## config.mk

```make
export PLATFORM = sky130hd
export DESIGN_NAME = mc_ctrl
export DESIGN_NICKNAME = d
export VERILOG_FILES = /design/src/rtl/mc_ctrl_pkg.sv /design/src/rtl/mc_ctrl_decode.sv /design/src/rtl/mc_ctrl.sv
export SDC_FILE = /design/constraint.sdc
export NUM_CORES = 1
export LEC_CHECK = 0
export CORE_MARGIN = 1
export CORE_UTILIZATION = 31
export CTS_CLUSTER_SIZE = 20
export DETAILED_ROUTE_END_ITERATION = 10
export PLACE_DENSITY = 0.74
export SYNTH_ARGS = -nofsm -noshare
export SYNTH_HDL_FRONTEND = slang
export SYNTH_SLANG_ARGS = --single-unit
```

## constraint.sdc

```tcl
create_clock -name clk -period 2.49 [get_ports clk]
set_input_delay 0.6225 -clock clk [delete_from_list [all_inputs] [get_ports clk]]
set_output_delay 0.6225 -clock clk [all_outputs]
set_load 0.02 [all_outputs]
```

## src/rtl/mc_ctrl_pkg.sv

```systemverilog
// Shared encodings for the multi-cycle main controller: opcodes, functs,
// FSM state codes, datapath mux/ALU/NPC codes and the decoded class record.
package mc_defs;

  typedef enum logic [2:0] {
    S_FETCH = 3'd0,
    S_DCD   = 3'd1,
    S_EXE   = 3'd2,
    S_MEM   = 3'd3,
    S_WB    = 3'd4
  } state_e;

  localparam logic [5:0] OP_RTYPE = 6'b000000;
  localparam logic [5:0] OP_ORI   = 6'b001101;
  localparam logic [5:0] OP_LUI   = 6'b001111;
  localparam logic [5:0] OP_LW    = 6'b100011;
  localparam logic [5:0] OP_SW    = 6'b101011;
  localparam logic [5:0] OP_BEQ   = 6'b000100;
  localparam logic [5:0] OP_BGEZ  = 6'b000001;
  localparam logic [5:0] OP_J     = 6'b000010;
  localparam logic [5:0] OP_JAL   = 6'b000011;

  localparam logic [5:0] FN_ADDU  = 6'b100001;
  localparam logic [5:0] FN_SUBU  = 6'b100011;
  localparam logic [5:0] FN_JR    = 6'b001000;

  localparam logic [1:0] REGDST_RT  = 2'b00;
  localparam logic [1:0] REGDST_RD  = 2'b01;
  localparam logic [1:0] REGDST_31  = 2'b10;

  localparam logic [1:0] WDSEL_ALU  = 2'b00;
  localparam logic [1:0] WDSEL_DM   = 2'b01;
  localparam logic [1:0] WDSEL_PC   = 2'b10;

  localparam logic [1:0] EXT_ZERO   = 2'b00;
  localparam logic [1:0] EXT_SIGN   = 2'b01;
  localparam logic [1:0] EXT_LUI    = 2'b10;

  // Must track the existing ALU and NPC unit encodings.
  localparam logic [1:0] ALU_ADDU   = 2'b00;
  localparam logic [1:0] ALU_SUBU   = 2'b01;
  localparam logic [1:0] ALU_OR     = 2'b10;

  localparam logic [2:0] NPC_PC4    = 3'b000;
  localparam logic [2:0] NPC_BEQ    = 3'b001;
  localparam logic [2:0] NPC_J      = 3'b010;
  localparam logic [2:0] NPC_JR     = 3'b011;
  localparam logic [2:0] NPC_BGEZ   = 3'b100;

  typedef struct packed {
    logic r_addu;
    logic r_subu;
    logic r_jr;
    logic ori;
    logic lui;
    logic lw;
    logic sw;
    logic beq;
    logic bgez;
    logic j;
    logic jal;
    logic illegal;
  } iclass_t;

  // Classes that finish in DCD without visiting EXE.
  function automatic logic ends_in_dcd(input iclass_t c);
    return c.j | c.jal | c.r_jr | c.illegal;
  endfunction

endpackage

```

## src/rtl/mc_ctrl_decode.sv

```systemverilog
// Combinational op/funct decoder producing a one-hot instruction class.
module mc_decode
  import mc_defs::*;
(
  input  logic [5:0] op,
  input  logic [5:0] funct,
  output iclass_t    iclass
);

  // One-hot classification; anything unrecognised becomes illegal.
  always_comb begin
    iclass = '0;
    case (op)
      OP_RTYPE: begin
        case (funct)
          FN_ADDU: iclass.r_addu  = 1'b1;
          FN_SUBU: iclass.r_subu  = 1'b1;
          FN_JR:   iclass.r_jr    = 1'b1;
          default: iclass.illegal = 1'b1;
        endcase
      end
      OP_ORI:  iclass.ori     = 1'b1;
      OP_LUI:  iclass.lui     = 1'b1;
      OP_LW:   iclass.lw      = 1'b1;
      OP_SW:   iclass.sw      = 1'b1;
      OP_BEQ:  iclass.beq     = 1'b1;
      OP_BGEZ: iclass.bgez    = 1'b1;
      OP_J:    iclass.j       = 1'b1;
      OP_JAL:  iclass.jal     = 1'b1;
      default: iclass.illegal = 1'b1;
    endcase
  end

endmodule

```

## src/rtl/mc_ctrl.sv

```systemverilog
// Multi-cycle main controller: FETCH/DCD/EXE/MEM/WB state machine driving the
// datapath write enables and mux/ALU/NPC select codes.
module mc_ctrl
  import mc_defs::*;
(
  input  logic       clk,
  input  logic       reset,
  input  logic [5:0] op,
  input  logic [5:0] funct,
  input  logic       zero,
  output logic       PCWr,
  output logic       IRWr,
  output logic       RFWr,
  output logic       DMWr,
  output logic [1:0] RegDst,
  output logic [1:0] WDSel,
  output logic       ALUSrc,
  output logic [1:0] EXTOp,
  output logic [1:0] ALUctr,
  output logic [2:0] nPC_sel,
  output logic [2:0] state,
  output logic       done
);

  logic [2:0] state_q;
  logic [2:0] state_d;
  iclass_t    cls_s;

  logic       alu_src_s;
  logic [1:0] ext_op_s;
  logic [1:0] alu_ctr_s;

  mc_decode u_decode (
    .op     (op),
    .funct  (funct),
    .iclass (cls_s)
  );

  // State register.
  always_ff @(posedge clk) begin
    if (reset) begin
      state_q <= S_FETCH;
    end else begin
      state_q <= state_d;
    end
  end

  // Next-state logic; unused codes fall back to FETCH.
  always_comb begin
    state_d = S_FETCH;
    case (state_q)
      S_FETCH: state_d = S_DCD;
      S_DCD: begin
        if (ends_in_dcd(cls_s)) begin
          state_d = S_FETCH;
        end else begin
          state_d = S_EXE;
        end
      end
      S_EXE: begin
        if (cls_s.beq | cls_s.bgez) begin
          state_d = S_FETCH;
        end else if (cls_s.lw | cls_s.sw) begin
          state_d = S_MEM;
        end else begin
          state_d = S_WB;
        end
      end
      S_MEM: begin
        if (cls_s.lw) begin
          state_d = S_WB;
        end else begin
          state_d = S_FETCH;
        end
      end
      S_WB:    state_d = S_FETCH;
      default: state_d = S_FETCH;
    endcase
  end

  // ALU operand setup held through EXE, MEM and WB of each class.
  always_comb begin
    alu_src_s = cls_s.ori | cls_s.lui | cls_s.lw | cls_s.sw;
    if (cls_s.lw | cls_s.sw) begin
      ext_op_s = EXT_SIGN;
    end else if (cls_s.lui) begin
      ext_op_s = EXT_LUI;
    end else begin
      ext_op_s = EXT_ZERO;
    end
    if (cls_s.r_subu | cls_s.beq) begin
      alu_ctr_s = ALU_SUBU;
    end else if (cls_s.ori | cls_s.lui) begin
      alu_ctr_s = ALU_OR;
    end else begin
      alu_ctr_s = ALU_ADDU;
    end
  end

  // Output logic; reset masks everything so an aborted instruction writes nothing.
  always_comb begin
    PCWr    = 1'b0;
    IRWr    = 1'b0;
    RFWr    = 1'b0;
    DMWr    = 1'b0;
    RegDst  = REGDST_RT;
    WDSel   = WDSEL_ALU;
    ALUSrc  = 1'b0;
    EXTOp   = EXT_ZERO;
    ALUctr  = ALU_ADDU;
    nPC_sel = NPC_PC4;
    done    = 1'b0;
    if (reset) begin
      done = 1'b0;
    end else begin
      case (state_q)
        S_FETCH: begin
          IRWr = 1'b1;
          PCWr = 1'b1;
        end
        S_DCD: begin
          done = ends_in_dcd(cls_s);
          if (cls_s.j | cls_s.jal) begin
            PCWr    = 1'b1;
            nPC_sel = NPC_J;
          end else if (cls_s.r_jr) begin
            PCWr    = 1'b1;
            nPC_sel = NPC_JR;
          end else begin
            PCWr    = 1'b0;
          end
          if (cls_s.jal) begin
            RFWr   = 1'b1;
            RegDst = REGDST_31;
            WDSel  = WDSEL_PC;
          end else begin
            RFWr   = 1'b0;
          end
        end
        S_EXE: begin
          ALUSrc = alu_src_s;
          EXTOp  = ext_op_s;
          ALUctr = alu_ctr_s;
          if (cls_s.beq) begin
            nPC_sel = NPC_BEQ;
            PCWr    = zero;
            done    = 1'b1;
          end else if (cls_s.bgez) begin
            nPC_sel = NPC_BGEZ;
            PCWr    = zero;
            done    = 1'b1;
          end else begin
            PCWr    = 1'b0;
          end
        end
        S_MEM: begin
          ALUSrc = alu_src_s;
          EXTOp  = ext_op_s;
          ALUctr = alu_ctr_s;
          DMWr   = cls_s.sw;
          done   = cls_s.sw;
        end
        S_WB: begin
          ALUSrc = alu_src_s;
          EXTOp  = ext_op_s;
          ALUctr = alu_ctr_s;
          RFWr   = 1'b1;
          done   = 1'b1;
          if (cls_s.lw) begin
            WDSel  = WDSEL_DM;
            RegDst = REGDST_RT;
          end else if (cls_s.r_addu | cls_s.r_subu) begin
            WDSel  = WDSEL_ALU;
            RegDst = REGDST_RD;
          end else begin
            WDSel  = WDSEL_ALU;
            RegDst = REGDST_RT;
          end
        end
        default: done = 1'b0;
      endcase
    end
  end

  assign state = state_q;

endmodule

```

==> results.md, run 1 <==
- Synth area leader: dfxtp_1
- Leading cell types in the layout, fill and taps excluded: 35 x buf_4, 11 x buf_6, 9 x buf_2
- Hold crit path type: register to register
- Post-Syn Nets: 96
- RD Place Congestion: 0.842
- First-pass GRT wire length: about 4 mm
- Peak supply drop: 0.224 mV
- PD cells: roughly 220 nW/µm²
- Number of synthesized flops with an enable pin: 0
- Estimated wirelength of the detail-placed design: 1.70 mm
- NetSw: 0.0964 mW
- Unrepaired setup endpoints after global routing: true
- Crit path arrival time: 2040 ps
- Leak: between 0.6 and 0.7 nW
- Setup Viol. Count Final: 3
- Final antenna-violating net count: 0
- Top FF cell, synth: dfxtp_1
- Top cells by area, synth: dfxtp_1 11%, nand2b_1 7.1%, nor3_1 6.6%
- Chip Width: about 43 µm
- Period minus WS final: 2670 ps
- Sequential cell area: 60.1 µm²
- Setup crit start kind: input port
- Clk sinks: 3
- Placed Area: 1110 µm²
- CTS tree: done
- Combinational Power Share: 0.498
- Vias per Instance: 5.58
- Capturing point of the worst reg2reg path: state[0]
- WHS Endpoint: state[1]
- Initial antenna violation count: 0
- TNS Setup: -290 ps
- WHS: 621 ps
- Hold Fails Final Rpt: 0
- Post-synthesis cell area: roughly 530 µm²
- Full die area: 1880 µm²
- Failing checks: design-rule violations, negative setup slack
- Worst skew pair latency: 240 ps
- Largest net degree at the start of global routing: 9
- Ys async rst share: 0
- Clock Skews: 0.994 ps
- Post-CTS Hold Buffers: 0
- Min-delay src: state[2]
- DR pass1 iterations: 7
- P&R area growth vs syn: 135%
- Average cell area after synthesis: roughly 6.5 µm²
- Drt first-iter violations: 50
- Yosys warning count: 0
- Core Area: 1560 µm²
- CTS Buffer Depth: 2
- Pwr Total: around 0.28 mW
- Max reg flops: 3
- Max-cap violations: 0
- Vias in the first global route: 868
- Share of cells above drive strength 1: 0.581
- Status: finished with violations
- Area occupied by multi-input gates: 561 µm²
- P_int: 0.182 mW
- Worst Hold Depth: 2
- Sequential power share: 0.187
- FP Rows: 14
- Final worst slack: -176 ps
- Commonest non-fill, non-tap cell in the layout: buf_4
- Reg2reg start: state[0]
- Flop2flop setup slack: 1190 ps
- DRT Wirelength: between 2 and 3 mm
- Clock power share: 0.315
- Max Slew Vio Count: 0
- Synth unique cells: 35
- H-tree Lvls: 1
- Setup CP Type: input port to primary output
- Die Ht: 43.4 µm
- Final nets: 164
- Antenna cells: 0
- Fill count: about 110
- Post-route cell area: 1250 µm²
- Worst-path clk slew: roughly 40 ps
- GRT Overall Usage: 0.282
- IO Port Bufs: 34
- DRC viols: 4
- Crit end category: primary output
- Rel. slew slack: 0.739
- Yosys reg bits: 3
- Req. time, crit path: 1870 ps
- Vias: 915
- Core Util, Final: 0.800
- Register area share after synthesis: 0.113
- CP max FO: 5
- Per-cell routed wire length: between 15 and 20 µm
- Fin crit share: 1.07
- Share of the synthesized area in the top cell type: 0.113
- Boundary Pins: 35
- Maximum clock rate: 375 MHz
- Synth Instances: 81
- Least-Margin Pin Slew: a little under 400 ps
- Total CTS buffers: 3
- Total gr overflow: 0
- R2R depth: 4
- Root Buffer: clkbuf_4
- Starting density of the core: 0.340
- Switch share: 0.346
==> metal layers <==
metal | part of all wire | wire, µm | vias to the layer above | GRT usage
li1 | - | - | 433 | -
met1 | 0.42 | 1100 | 424 | 0.356
met2 | 0.49 | 1300 | 48 | 0.494
met3 | 0.068 | 178 | 10 | 0.0417
met4 | 0.017 | 44 | 0 | 0.0875
met5 | 0 | 0 | - | 0
==> cells in the mapped netlist, types with 3 or more instances <==
cell type and n:
nor2_1 9, nand2_1 7, nor3_1 7, nand2b_1 6, a21oi_1 4, nor4_1 4
or3_1 4, a31oi_1 3, clkbuf_1 3, dfxtp_1 3, inv_1 3, nand3_1 3
==> through the flow <==
| stage | std cells | setup WS, ps |
|---|---|---|
| floorplan | 81 | -130 |
| global placement | 155 | -948 |
| detailed placement | 155 | -970 |
| CTS | 162 | -155 |
| global route | 164 | -177 |
| finish | 164 | -176 |
==> worst max path at each step <==
stage                 end  start  cells after the start  slack, ps
5_1_grt              done  op[5]                      6       -180
3_5_place_dp   nPC_sel[0]  op[4]                      5       -970
4_1_cts              done  op[5]                      6       -150
2_1_floorplan   ALUctr[0]  op[3]                      4       -130
6_report             done  op[5]                      8       -180
3_3_place_gp         done  op[4]                      6       -950
==> worst max-delay path, stage by stage <==
cell and delay (ps):
buf_6 90, or4_4 590, buf_6 160, a21oi_2 90
a31oi_1 80, nor2_1 190, o21ai_2 90, buf_6 130
==> layout make-up <==
type,instances,share of cell area
Sequential cell,3,0.0481
Multi-Input combinational cell,68,0.449
Clock buffer,4,0.0211
Timing Repair Buffer,70,0.456
Inverter,3,0.00903
Tap cell,16,0.0160
==> power groups by stage <==
stage	Combinational, mW	Sequential, mW	Clock, mW
after floorplan	0.0422	0.0553	0
after global placement	0.116	0.0523	0
after detailed placement	0.117	0.0524	0
after CTS	0.129	0.0517	0.0891
after global routing	0.145	0.0524	0.0942
final	0.139	0.0522	0.0878
==> logic make-up (layout without fill, tap and decap cells) <==
family,after synthesis,after routing,synth area share
AND/OR/NAND/NOR,52,52,0.552
AO/OA/AOI/OAI,14,14,0.191
buffers and inverters,10,77,0.108
flip-flops,3,3,0.113
XOR/XNOR,1,1,0.0165
multiplexers,1,1,0.0189
==> timing repair <==
action,4_1_cts,5_1_grt
endpoints found under the hold margin,0,0
pin swaps,16,7
gates resized for setup,118,20
buffers inserted,3,2
endpoints found under the setup margin,17,13
No activity file was read; power rests on OpenSTA's default activity.
==> run 2: changes to the inputs <==
Settings changed: CORE_UTILIZATION 31 to 35, PLACE_DENSITY 0.74 to 0.79.
Clock period 2.49 ns to 2.92 ns, I/O delays scaled along.
==> results.md, run 2 (synthesis results as in run 1) <==
- Final antenna-violating net count: 0 (unchanged)
- Worst Hold Depth: 2 (unchanged)
- Full die area: 1680 µm² (was 1880 µm²)
- H-tree Lvls: 1 (unchanged)
- Vias: 894 (was 915)
- WHS: 541 ps (was 621 ps)
- Min-delay src: state[1] (was state[2])
- Final nets: 154 (was 164)
- Chip Width: 40.9 µm (was 43.4 µm)
- Combinational Power Share: 0.466 (was 0.498)
- Share of cells above drive strength 1: 0.457 (was 0.581)
- Max incr delay on CP: 590 ps (about the same)
- PD cells: 205 nW/µm² (was 223 nW/µm²)
- Total CTS buffers: 3 (unchanged)
- Largest net degree at the start of global routing: 9 (unchanged)
- Least-Margin Pin Slew: 333 ps (was 391 ps)
- Setup crit start kind: input port (unchanged)
- NetSw: 0.0775 mW (was 0.0964 mW)
- Max Slew Vio Count: 0 (unchanged)
- Flop2flop setup slack: 1820 ps (was 1190 ps)
- Crit path arrival time: 2190 ps (was 2040 ps)
- Hold crit path type: register to register (unchanged)
- Sequential power share: 0.197 (was 0.187)
- R2R depth: 3 (was 4)
- Req. time, crit path: 2190 ps (was 1870 ps)
- Maximum clock rate: 343 MHz
- RD Place Congestion: 0.942 (was 0.842)
- Crit end category: primary output (unchanged)
- Antenna cells: 0 (unchanged)
- Hold Fails Final Rpt: 0 (unchanged)
- GRT Overall Usage: 0.317 (was 0.282)
- DP Cell Count: 145 (was 155)
- WHS Endpoint: state[2] (was state[1])
- Clock Skews: 3.47 ps (was 0.994 ps)
- DRC viols: 0 (was 4)
- Vias per Instance: 5.84 (was 5.58)
- Cell Chain, Critical Path: buf_6 > or4_4 > o41ai_4 > nor2_1 > o21ai_1 > buf_4 (was buf_6 > or4_4 > buf_6 > a21oi_2 > a31oi_1 > nor2_1 > o21ai_2 > buf_6)
- Initial antenna violation count: 0 (unchanged)
- Vias in the first global route: 809 (was 868)
- Worst skew pair latency: 240 ps (about the same)
- Status: completed (was finished with violations)
- Leading cell types in the layout, fill and taps excluded: 25 x buf_4, 11 x buf_2, 9 x clkdlybuf4s50_1 (was 35 x buf_4, 11 x buf_6, 9 x buf_2)
- Reg2reg start: state[1] (was state[0])
- IO Port Bufs: 34 (unchanged)
- Fin crit share: 1.00
- Rel. slew slack: 0.777 (was 0.739)
- Post-route non-filler standard cell count: 153 (was 164)
- Total gr overflow: 0 (unchanged)
- Switch share: 0.344 (was 0.346)
- Setup CP Type: input port to primary output (unchanged)
- Worst Path Buf+Inv: 2 (was 3)
- Clk sinks: 3 (unchanged)
- DRT Wirelength: 2.40 mm (was 2.62 mm)
- CP max FO: 5 (unchanged)
- Leak: 0.516 nW (was 0.600 nW)
- Drt first-iter violations: 18 (was 50)
- Root Buffer: clkbuf_4 (unchanged)
- CP Depth: 6 (was 8)
- CP top delay family: simple AND/OR/NAND/NOR gates (unchanged)
- Max reg flops: 3 (unchanged)
- CTS tree: done (unchanged)
- Commonest non-fill, non-tap cell in the layout: buf_4 (unchanged)
- Worst-path clk slew: 40 ps (about the same)
- Starting density of the core: 0.393 (was 0.340)
- Setup Viol. Count Final: 0 (was 3)
- Per-cell routed wire length: 15.7 µm (was 16.0 µm)
- P&R area growth vs syn: 107% (was 135%)
- Estimated wirelength of the detail-placed design: 1.54 mm (was 1.70 mm)
- Period minus WS final: 2920 ps
- P_int: 0.148 mW (was 0.182 mW)
- Fill count: 82 (was 111)
- Core Area: 1350 µm² (was 1560 µm²)
- Die Ht: 40.9 µm (was 43.4 µm)
- Capturing point of the worst reg2reg path: state[1] (was state[0])
- Clock power share: 0.337 (was 0.315)
- Critical path's slowest cell: or4_4 (unchanged)
- Peak supply drop: 0.308 mV (was 0.224 mV)
- CTS Buffer Depth: 2 (unchanged)
- Unrepaired setup endpoints after global routing: true (unchanged)
- Boundary Pins: 35 (unchanged)
- DR pass1 iterations: 4 (was 7)
- TNS Setup: 0 ps (was -290 ps)
- First-pass GRT wire length: 3.48 mm (was 3.99 mm)
- Max-cap violations: 0 (unchanged)
- FP Rows: 13 (was 14)
==> run 2: worst max-delay path by stage <==
stage,start,to,slack [ps]
6_report,op[4],done,1
5_1_grt,op[4],done,-80
4_1_cts,reset,nPC_sel[2],6
3_5_place_dp,op[4],done,-780
3_3_place_gp,op[4],done,-690
2_1_floorplan,op[2],EXTOp[1],4
==> run 2: what timing repair did <==
action                                  in CTS  in global routing
buffers inserted                             3                  0
pin swaps                                    9                  7
endpoints found under the setup margin      17                 11
hold buffers                                 0                  0
gates resized for setup                     90                 23
gates cloned                                 1                  0
==> run 2: worst register-to-register path, cell delays in order, from the launching register on <==
cell	delay [ps]
dfxtp_1	340
nand2b_1	220
o32a_1	380
nor3_2	100
==> run 2: power groups by stage <==
stage	clock network [mW]	logic [mW]	registers (mW)
floorplan	0	0.0336	0.0471
CTS	0.0769	0.0985	0.0439
global route	0.0804	0.112	0.0445
finish	0.0759	0.105	0.0443
detailed placement	0	0.0893	0.0446
global placement	0	0.0879	0.0446
==> run 2: per-layer routing <==
metal | global-route usage | vias up | share of wire
li1 | - | 409 | -
met1 | 0.364 | 412 | 0.37
met2 | 0.551 | 57 | 0.49
met3 | 0.0761 | 16 | 0.086
met4 | 0.133 | 0 | 0.050
met5 | 0 | - | 0
==> run 2: through the flow <==
step	power (mW)	setup slack (ps)	instance area, µm²	util
floorplan	0.0807	3.50	531	-
global placement	0.132	-692	1010	0.747
detailed placement	0.134	-779	1010	0.747
CTS	0.219	5.67	1090	0.807
global route	0.237	-79.9	1100	0.815
finish	0.225	1.46	1100	0.815
==> run 2: final cells by class <==
| class | instances | area, µm² | share of cell area |
|---|---|---|---|
| Inverter | 3 | 11.3 | 0.0102 |
| Multi-Input combinational cell | 68 | 499 | 0.454 |
| Sequential cell | 3 | 60.1 | 0.0546 |
| Tap cell | 15 | 18.8 | 0.0171 |
| Clock buffer | 4 | 26.3 | 0.0239 |
| Timing Repair Buffer | 60 | 484 | 0.440 |
